<file path="config.mk">
export PLATFORM = sky130hd
export DESIGN_NAME = pc_unit
export DESIGN_NICKNAME = d
export VERILOG_FILES = /design/src/rtl/pc_unit.sv
export SDC_FILE = /design/constraint.sdc
export NUM_CORES = 1
export LEC_CHECK = 0
export BUFFER_PORTS_ARGS = -buffer_cell sky130_fd_sc_hd__buf_2
export CORE_MARGIN = 2
export CORE_UTILIZATION = 55
export CTS_CLUSTER_SIZE = 12
export DETAILED_ROUTE_END_ITERATION = 8
export GPL_ROUTABILITY_DRIVEN = 1
export HOLD_SLACK_MARGIN = 0.05
export PLACE_DENSITY = 0.79
export SYNTH_ARGS = -nofsm -noshare
export SYNTH_HDL_FRONTEND = slang
export SYNTH_SLANG_ARGS = --single-unit
</file>
<file path="constraint.sdc">
create_clock -name clk -period 4.08 [get_ports clk]
set_input_delay 0.816 -clock clk [delete_from_list [all_inputs] [get_ports clk]]
set_output_delay 0.816 -clock clk [all_outputs]
set_load 0.01 [all_outputs]
</file>
<file path="src/rtl/pc_unit.sv">
// rtl/pc_unit.sv - program counter with next-PC select, exception redirect and return-address stack
//
// Purpose:
//   Holds the PC of the multi-cycle MIPS core. It selects the next PC
//   (sequential, branch, jump, register jump, eret) and redirects to the
//   exception vector while capturing EPC. It also keeps a small circular
//   return-address stack that the controller uses to predict jr $ra targets.
//
// Ports:
//   clk, rst_n          clock (rising edge), asynchronous active-low reset
//   PCWr                PC write enable; low = stall (PC and RAS hold)
//   NPCOp[2:0]          0 SEQ, 1 BR, 2 J, 3 JR, 4 ERET, 5-7 SEQ
//   br_taken            branch condition, used for BR only
//   imm16               branch offset in words (sign-extended)
//   j_index             26-bit jump index
//   jr_target           register jump target (low two bits dropped)
//   exc_req             exception request; wins over PCWr and NPCOp
//   ras_push, ras_pop   RAS push of PC+4 / pop
//   PC, PC_plus4        current PC and PC+4
//   EPC                 PC captured on the last exception
//   ras_top             newest RAS entry, 0 when empty
//   ras_empty, ras_full RAS occupancy flags

module pc_unit #(
   parameter int unsigned      WIDTH     = 32,
   parameter logic [WIDTH-1:0] RESET_VEC = WIDTH'(32'h0000_3000),
   parameter logic [WIDTH-1:0] EXC_VEC   = WIDTH'(32'h0000_4180),
   parameter int unsigned      RAS_DEPTH = 4
) (
   input  logic             clk,
   input  logic             rst_n,
   input  logic             PCWr,
   input  logic [2:0]       NPCOp,
   input  logic             br_taken,
   input  logic [15:0]      imm16,
   input  logic [25:0]      j_index,
   input  logic [WIDTH-1:0] jr_target,
   input  logic             exc_req,
   input  logic             ras_push,
   input  logic             ras_pop,
   output logic [WIDTH-1:0] PC,
   output logic [WIDTH-1:0] PC_plus4,
   output logic [WIDTH-1:0] EPC,
   output logic [WIDTH-1:0] ras_top,
   output logic             ras_empty,
   output logic             ras_full
);

   localparam logic [2:0] NPC_SEQ  = 3'd0;
   localparam logic [2:0] NPC_BR   = 3'd1;
   localparam logic [2:0] NPC_J    = 3'd2;
   localparam logic [2:0] NPC_JR   = 3'd3;
   localparam logic [2:0] NPC_ERET = 3'd4;

   localparam int unsigned PW = (RAS_DEPTH > 1) ? $clog2(RAS_DEPTH) : 1;
   // One extra bit so the count can represent RAS_DEPTH itself.
   localparam int unsigned CW = PW + 1;

   localparam logic [CW-1:0]    CNT_FULL   = CW'(RAS_DEPTH);
   localparam logic [WIDTH-1:0] ALIGN_MASK = ~WIDTH'(3);
   localparam logic [WIDTH-1:0] RESET_PC   = RESET_VEC & ALIGN_MASK;
   localparam logic [WIDTH-1:0] EXC_PC     = EXC_VEC & ALIGN_MASK;

   generate
      if (WIDTH < 32) begin : g_bad_width
         $error("pc_unit: WIDTH must be at least 32");
      end
      if ((RAS_DEPTH < 2) || ((RAS_DEPTH & (RAS_DEPTH - 1)) != 0)) begin : g_bad_depth
         $error("pc_unit: RAS_DEPTH must be a power of two and at least 2");
      end
   endgenerate

   // ------------------------------------------------------------------
   // State
   // ------------------------------------------------------------------
   logic [WIDTH-1:0] r_pc;
   logic [WIDTH-1:0] r_epc;
   logic [WIDTH-1:0] r_ras [RAS_DEPTH];
   logic [PW-1:0]    r_wp;
   logic [CW-1:0]    r_cnt;

   // ------------------------------------------------------------------
   // Next-PC selection
   // ------------------------------------------------------------------
   logic [WIDTH-1:0] w_pc_plus4;
   logic [WIDTH-1:0] w_br_off;
   logic [WIDTH-1:0] w_br_target;
   logic [WIDTH-1:0] w_j_target;
   logic [WIDTH-1:0] w_jr_target;
   logic [WIDTH-1:0] w_npc;

   assign w_pc_plus4  = r_pc + WIDTH'(4);
   assign w_br_off    = {{(WIDTH-18){imm16[15]}}, imm16, 2'b00};
   assign w_br_target = w_pc_plus4 + w_br_off;
   // The jump keeps the region bits of the delay-slot address, i.e. PC+4.
   assign w_j_target  = {w_pc_plus4[WIDTH-1:28], j_index, 2'b00};
   assign w_jr_target = jr_target & ALIGN_MASK;

   always_comb begin
      w_npc = w_pc_plus4;
      case (NPCOp)
         NPC_SEQ:  w_npc = w_pc_plus4;
         NPC_BR:   w_npc = br_taken ? w_br_target : w_pc_plus4;
         NPC_J:    w_npc = w_j_target;
         NPC_JR:   w_npc = w_jr_target;
         NPC_ERET: w_npc = r_epc;
         default:  w_npc = w_pc_plus4;
      endcase
   end

   // ------------------------------------------------------------------
   // PC / EPC registers; an exception outranks everything but reset
   // ------------------------------------------------------------------
   always_ff @(posedge clk or negedge rst_n) begin
      if (!rst_n) begin
         r_pc  <= RESET_PC;
         r_epc <= '0;
      end else if (exc_req) begin
         r_pc  <= EXC_PC;
         r_epc <= r_pc;
      end else if (PCWr) begin
         r_pc  <= w_npc;
      end
   end

   // ------------------------------------------------------------------
   // Return-address stack
   // ------------------------------------------------------------------
   logic          w_ras_we;
   logic          w_do_push;
   logic          w_do_pop;
   logic          w_nonempty;
   logic [PW-1:0] w_wp_m1;

   // Only a committed, non-excepting PC update may move the stack.
   assign w_ras_we   = PCWr & ~exc_req;
   assign w_do_push  = w_ras_we & ras_push;
   assign w_do_pop   = w_ras_we & ras_pop;
   assign w_nonempty = (r_cnt != '0);
   assign w_wp_m1    = r_wp - PW'(1);

   always_ff @(posedge clk or negedge rst_n) begin
      if (!rst_n) begin
         for (int i = 0; i < int'(RAS_DEPTH); i++) begin
            r_ras[i] <= '0;
         end
         r_wp  <= '0;
         r_cnt <= '0;
      end else if (w_do_push && w_do_pop && w_nonempty) begin
         // jalr-style replace: swap the top entry, depth unchanged.
         r_ras[w_wp_m1] <= w_pc_plus4;
      end else if (w_do_push) begin
         // Also covers push+pop on an empty stack. When full, the
         // pointer wraps onto the oldest entry and the count saturates.
         r_ras[r_wp] <= w_pc_plus4;
         r_wp        <= r_wp + PW'(1);
         if (r_cnt != CNT_FULL) begin
            r_cnt <= r_cnt + CW'(1);
         end
      end else if (w_do_pop && w_nonempty) begin
         r_wp  <= w_wp_m1;
         r_cnt <= r_cnt - CW'(1);
      end
   end

   // ------------------------------------------------------------------
   // Outputs
   // ------------------------------------------------------------------
   assign PC        = r_pc;
   assign PC_plus4  = w_pc_plus4;
   assign EPC       = r_epc;
   assign ras_top   = w_nonempty ? r_ras[w_wp_m1] : '0;
   assign ras_empty = ~w_nonempty;
   assign ras_full  = (r_cnt == CNT_FULL);

endmodule

</file>
# Word-level counts from Yosys, hierarchy flattened
# Cells that the tools add are included.
dict set report totals {
  reg_bits 197
  latchBits 0
  ram_bits 0
  rom_bits 0
  in_bits 84
  output_inout_bits 130
  elab_cells 65
  memories 0
}
dict set report op_classes {
  n_addsub 6
  mul 0
  div 0
  magnitude_cmp 4
  n_eq_ne 7
  n_shift 0
  muxes 21
  bitwise 8
  n_reduce_logical 11
}
# operator n
set ops {}
lappend ops {{$bwmux 128} 2}
lappend ops {{$mux 128} 2}
lappend ops {{$mux 32} 8}
lappend ops {{$demux 32 s2} 2}
lappend ops {{$pmux 32 s4} 1}
lappend ops {{$bmux 32 s2} 1}
lappend ops {{$add 32x3->32 const B} 1}
lappend ops {{$add 32x32->32} 1}
lappend ops {{$mux 3} 3}
lappend ops {{$eq 3x2->1 const B} 2}
lappend ops {{$eq 3x3->1 const B} 2}
lappend ops {{$ge 3x3->1 const B} 2}
lappend ops {{$lt 3x1->1 const B} 2}
lappend ops {{$not 2->3} 2}
lappend ops {{$reduce_bool 2->1} 3}
lappend ops {{$logic_and 1x1->1} 5}
lappend ops {{$mux 2} 2}
lappend ops {{$add 3x1->3 const B} 1}
lappend ops {{$and 1x1->1} 3}
lappend ops {{$eq 3x1->1 const B} 1}
lappend ops {{$ne 3x3->1 const B} 1}
lappend ops {{$not 1->1} 3}
lappend ops {{$reduce_and 3->1} 1}
lappend ops {{$reduce_bool 3->1} 1}
lappend ops {{5 further kinds} 5}

# Logic depth before layout (Yosys ltp)
dict set report logic_depth {
  word_depth 8
  depth_mapped 18
  mapped_depth_nobuf 17
}

# Least setup slack after synthesis
# OpenSTA, ideal clock, no wires.
dict set report synth_path {
  path_kind {register -> register}
  from {reg r_pc[2], in the netlist PC[2]}
  to {reg r_pc[27], in the netlist PC[27]}
  setup_ns 0.124
  arrival_ns 3.684
  t_required_ns 3.956
  path_slack_ns 0.272
  path_stages_with_launch 18
  path_buffers 2
  period_less_slack_ns 3.808
  cell_sequence {dfrtp_1 > ha_1 > and3_1 > buf_2 > and3_1 > nand2_1 > xor2_1 > inv_2 > ha_1 > buf_2 > a21oi_2 > o211ai_1 > a221o_1 > o31ai_4 > o21ai_1 > xnor2_1 > a221oi_1 > a211o_1}
}
dict set report synth_via {
  elab_chain_cells 6
}
# element line_no
set synth_lines {}
lappend synth_lines {{start: declaration} 76} ;# logic [WIDTH-1:0] r_pc;
lappend synth_lines {{start signal: assignment} 122} ;# r_pc <= w_npc;
lappend synth_lines {{$add 32x3->32} 92} ;# assign w_pc_plus4 = r_pc + WIDTH'(4);
lappend synth_lines {{net PC_plus4[18]} 42} ;# output logic [WIDTH-1:0] PC_plus4,
lappend synth_lines {{$add 32x32->32} 94} ;# assign w_br_target = w_pc_plus4 + w_br_off;
lappend synth_lines {{$mux 32} 103} ;# NPC_BR: w_npc = br_taken ? w_br_target : w_pc_plus4;
lappend synth_lines {{$pmux 32 s4} 101} ;# case (NPCOp)
lappend synth_lines {{$mux 32} 121} ;# end else if (PCWr) begin
lappend synth_lines {{$mux 32} 118} ;# end else if (exc_req) begin
# The timed path passes the listed nets, and every way through them passes these cells. The select of a mux whose other input is x is not followed.
# A chain may end at the register's enable or synchronous reset.

# Final worst setup path
dict set report layout_path {
  from {reg r_pc[6], in the netlist PC[6]}
  to {reg r_pc[16], in the netlist PC[16]}
}
dict set report layout_via {
  elab_chain_cells 6
}
# element line_no
set layout_lines {}
lappend layout_lines {{$add 32x3->32 *} 92}
lappend layout_lines {{$add 32x32->32} 94}
lappend layout_lines {{$mux 32} 103}
lappend layout_lines {{$pmux 32 s4 *} 101}
lappend layout_lines {{$mux 32 *} 121}
lappend layout_lines {{$mux 32 *} 118}
# Mark *: on every way between the ends. The rest lies on a longest branch, timed or not. The select of a mux whose other input is x is not followed.

==> impl_results.md <==
- Max Root-Sink Buffers: 2
- Post-DR wirelength/cell: 20.6 um
- TritonCTS sink count: 197
- DRC Markers: 0
- Post-DR vias/cell: 6.06
- Area of the multi-input gates: 6360 um2
- Initial antenna violation count: 2
- Status: finished, final reports clean
- Setup TNS: 0 ns
- Hold Path Class: input pin to async pin
- Setup crit start kind: flip-flop
- Fin crit share: 94.9%
- Worst EP arrival: 4.22 ns
- Initial Util: 55.9%
- Worst Path Max Fanout: 5
- Switching Fraction: 37.3%
- Async S/R FF share, synth: 100%
- H-tree depth: 4
- Pwr per Cell Area: 590 nW/um2
- Crit Path Class: flip-flop to flip-flop
- Synth area leaders: dfrtp_1 (42%), a21oi_1 (6.7%), mux4_2 (6.2%), nor2_1 (5.2%), mux2_2 (4.9%)
- CTS tree: yes
- Area of the die: 22,500 um2
- Worst r2r path cells: 15
- Relative slew slack: 36.6%
- Library cells used by synthesis: 66
- Final Skew: 0.0144 ns
- Pleak: 6.67 nW
- Die W: 150 um
- Min Hold Slack: 0.420 ns
- Area Growth Syn to Fin: 19.7%
- EDFF count, synth: 0
- Antenna Nets Post-Route: 0
- Area leader, netlist: dfrtp_1
- Nets: 1,565
- Final std cells w/o fill: 1,729
- Psw: 3.08 mW
- Placed insts: 1,695
- GRT Overall Usage: 32.2%
- Worst-path clk slew: 0.08 ns
- Worst R2R Start: PC[6]
- Vias in the first global route: 10,300
- Register area: 4930 um2
- Worst Path Required: 4.42 ns
- Post-synth design cell area: 11,700 um2
- Minimum clock period after layout: 3.87 ns
- Die Ht: 150 um
- Synthesized Nets: 1,345
- Internal power: 5.18 mW
- Crit path from: PC[6]
- Fin. Hold Viols: 0
- Measured slew at the worst slew-check pin: 0.951 ns
- Layout fillers: 1,701
- Worst setup EP type: flip-flop
- # setup viols final: 0
- I/O Pins: 214
- Top cell type's share of synthesized area: 41.7%
- Fmax: 258 MHz
- Most used DFF post-synth: dfrtp_1
- Setup slack after layout: 0.206 ns
- Post-CTS Hold Fix Bufs: 0
- Share of post-route cells with drive strength above 1: 29.1%
- Comb power frac: 42.2%
- Sequential area share after synthesis: 42.1%
- Clk Latency, worst-skew pair: 0.44 ns
- Reg-to-reg slack, setup: 0.21 ns
- GRT Residual Overflow: 0
- Synth Warn #: 0
- GP Congestion: 0.968
- Max-cap viol count: 0
- Clock Root Buffer: clkbuf_16
- Drt pass-1 iters: 7
- Port bufs: 211
- Unrepaired setup endpoints after global routing: no
- Drt initial violations: 923
- Total CTS buffers: 17
- Post-CTS Resized: 0
- Total Wirelength: 35,600 um
- Sequential share of power: 36.5%
- Post-synthesis register bit count: 197
- Part of the power in the clock network: 21.2%
- Post-CTS Setup Bufs: 0
- First-pass GRT wire length: 55,500 um
- VDD IR max: 0.000405 V
- Pre-CTS setup slack: 0.195 ns
- Synthesized netlist cell count: 1,219
- Via count: 10,500
- Critical Path Sink: PC[16]
- Syn avg cell area: 9.60 um2
- Row count: 53
- Post-DP HPWL: 25,400 um
- Max Slew Vio Count: 0
- Fin util: 66.9%
- Worst reg2reg endpoint: PC[16]
- Core footprint: 21,000 um2
- Pin count of the biggest net entering global routing: 111
==> cell usage in the layout (no fill, tap or decap), types with 8 or more instances in the layout <==
cell	Yosys	routed
a21o_1	17	17
a21oi_1	156	151
a221oi_1	15	14
a22oi_1	19	19
and3_1	12	11
buf_2	19	210
buf_4	2	70
clkbuf_16	0	17
dfrtp_1	195	193
ha_1	40	40
inv_1	36	36
mux2_2	51	51
mux4_2	32	32
nand2_1	70	70
nand2b_1	12	12
nand3_1	22	22
nand4_1	8	8
nor2_1	162	161
nor2b_1	46	46
nor3_1	22	21
o211ai_1	11	11
o21a_1	9	9
o21ai_0	31	31
o21ai_1	8	8
o221ai_1	11	11
xnor2_1	22	22
xor2_1	36	36
==> synthesized netlist by cell type (9+ instances only) <==
cell type,n
dfrtp_1,195
nor2_1,162
a21oi_1,156
nand2_1,70
clkbuf_1,55
mux2_2,51
nor2b_1,46
ha_1,40
inv_1,36
xor2_1,36
mux4_2,32
o21ai_0,31
nand3_1,22
nor3_1,22
xnor2_1,22
a22oi_1,19
buf_2,19
a21o_1,17
a221oi_1,15
and3_1,12
nand2b_1,12
o211ai_1,11
o221ai_1,11
o21a_1,9
==> layer usage <==
metal  wire, um  share of wire [%]  track usage, %
met4       1190                3.3            12.0
met2      16500                 46            50.5
met3       3120                8.8            6.40
met5          0                  0               0
met1      14800                 42            44.5
==> area by class of cell <==
type / count / area share (%)
antenna: 2 / 0.0357
inverter: 38 / 1.02
clock buffer: 18 / 3.06
timing repair buffer: 282 / 11.5
tap: 275 / 2.46
multi-input combinational: 903 / 45.4
sequential: 197 / 35.2
clock inverter: 14 / 1.35
==> registers in the layout, indices dropped and copies added (netlist names) <==
signal and count:
r_ras 128, EPC 32, PC 32, r_cnt 3
r_wp 2
==> kinds of logic (layout without fill, tap and decap cells) <==
family          count (synthesis)  in the layout  share of synthesized area (%)
other cells                     0              2                              0
xor+xnor                       58             58                           4.34
buf+inv                       119            352                           4.08
mux                            93             93                           12.0
flops                         197            197                           42.1
compound gates                327            327                           17.5
simple gates                  383            383                           15.3
fa+ha+maj                      42             42                           4.62
==> worst min path at each step <==
stage / slack, ns / start / cells after the start / to
after floorplan: 0.45 / r_ras[66] / 1 / r_ras[66]
after global placement: 0.47 / r_ras[2] / 1 / r_ras[2]
after detailed placement: 0.47 / r_ras[98] / 1 / r_ras[98]
after CTS: 0.49 / r_ras[98] / 1 / r_ras[98]
after global routing: 0.51 / r_ras[99] / 1 / r_ras[99]
final: 0.42 / rst_n / 1 / r_ras[2]
==> critical path, stage by stage, from the launching register on <==
cell,delay [ns]
dfrtp_1,0.44
and3_1,0.22
and4_2,0.29
and4_1,0.22
xnor2_1,0.23
inv_1,0.13
ha_1,0.32
a21oi_1,0.19
o21ai_1,0.16
a41oi_1,0.19
a21oi_1,0.11
buf_4,0.17
a31oi_1,0.26
nor2_1,0.10
or4_1,0.49
a311oi_1,0.27
==> power by group through the flow <==
stage,Clock (mW),Combinational [mW],Sequential [mW]
after global routing,1.84,3.82,3.10
after CTS,1.76,3.50,3.01
final,1.75,3.49,3.02
after floorplan,0,2.36,2.93
after global placement,0,3.38,2.98
after detailed placement,0,3.46,3.03
==> metrics by stage <==
stage / instance area [um2] / power (mW)
floorplan: 11700 / 5.29
global placement: 13400 / 6.36
detailed placement: 13400 / 6.49
CTS: 14000 / 8.27
global route: 14000 / 8.77
finish: 14000 / 8.26
No activity file was read; power rests on OpenSTA's default activity.
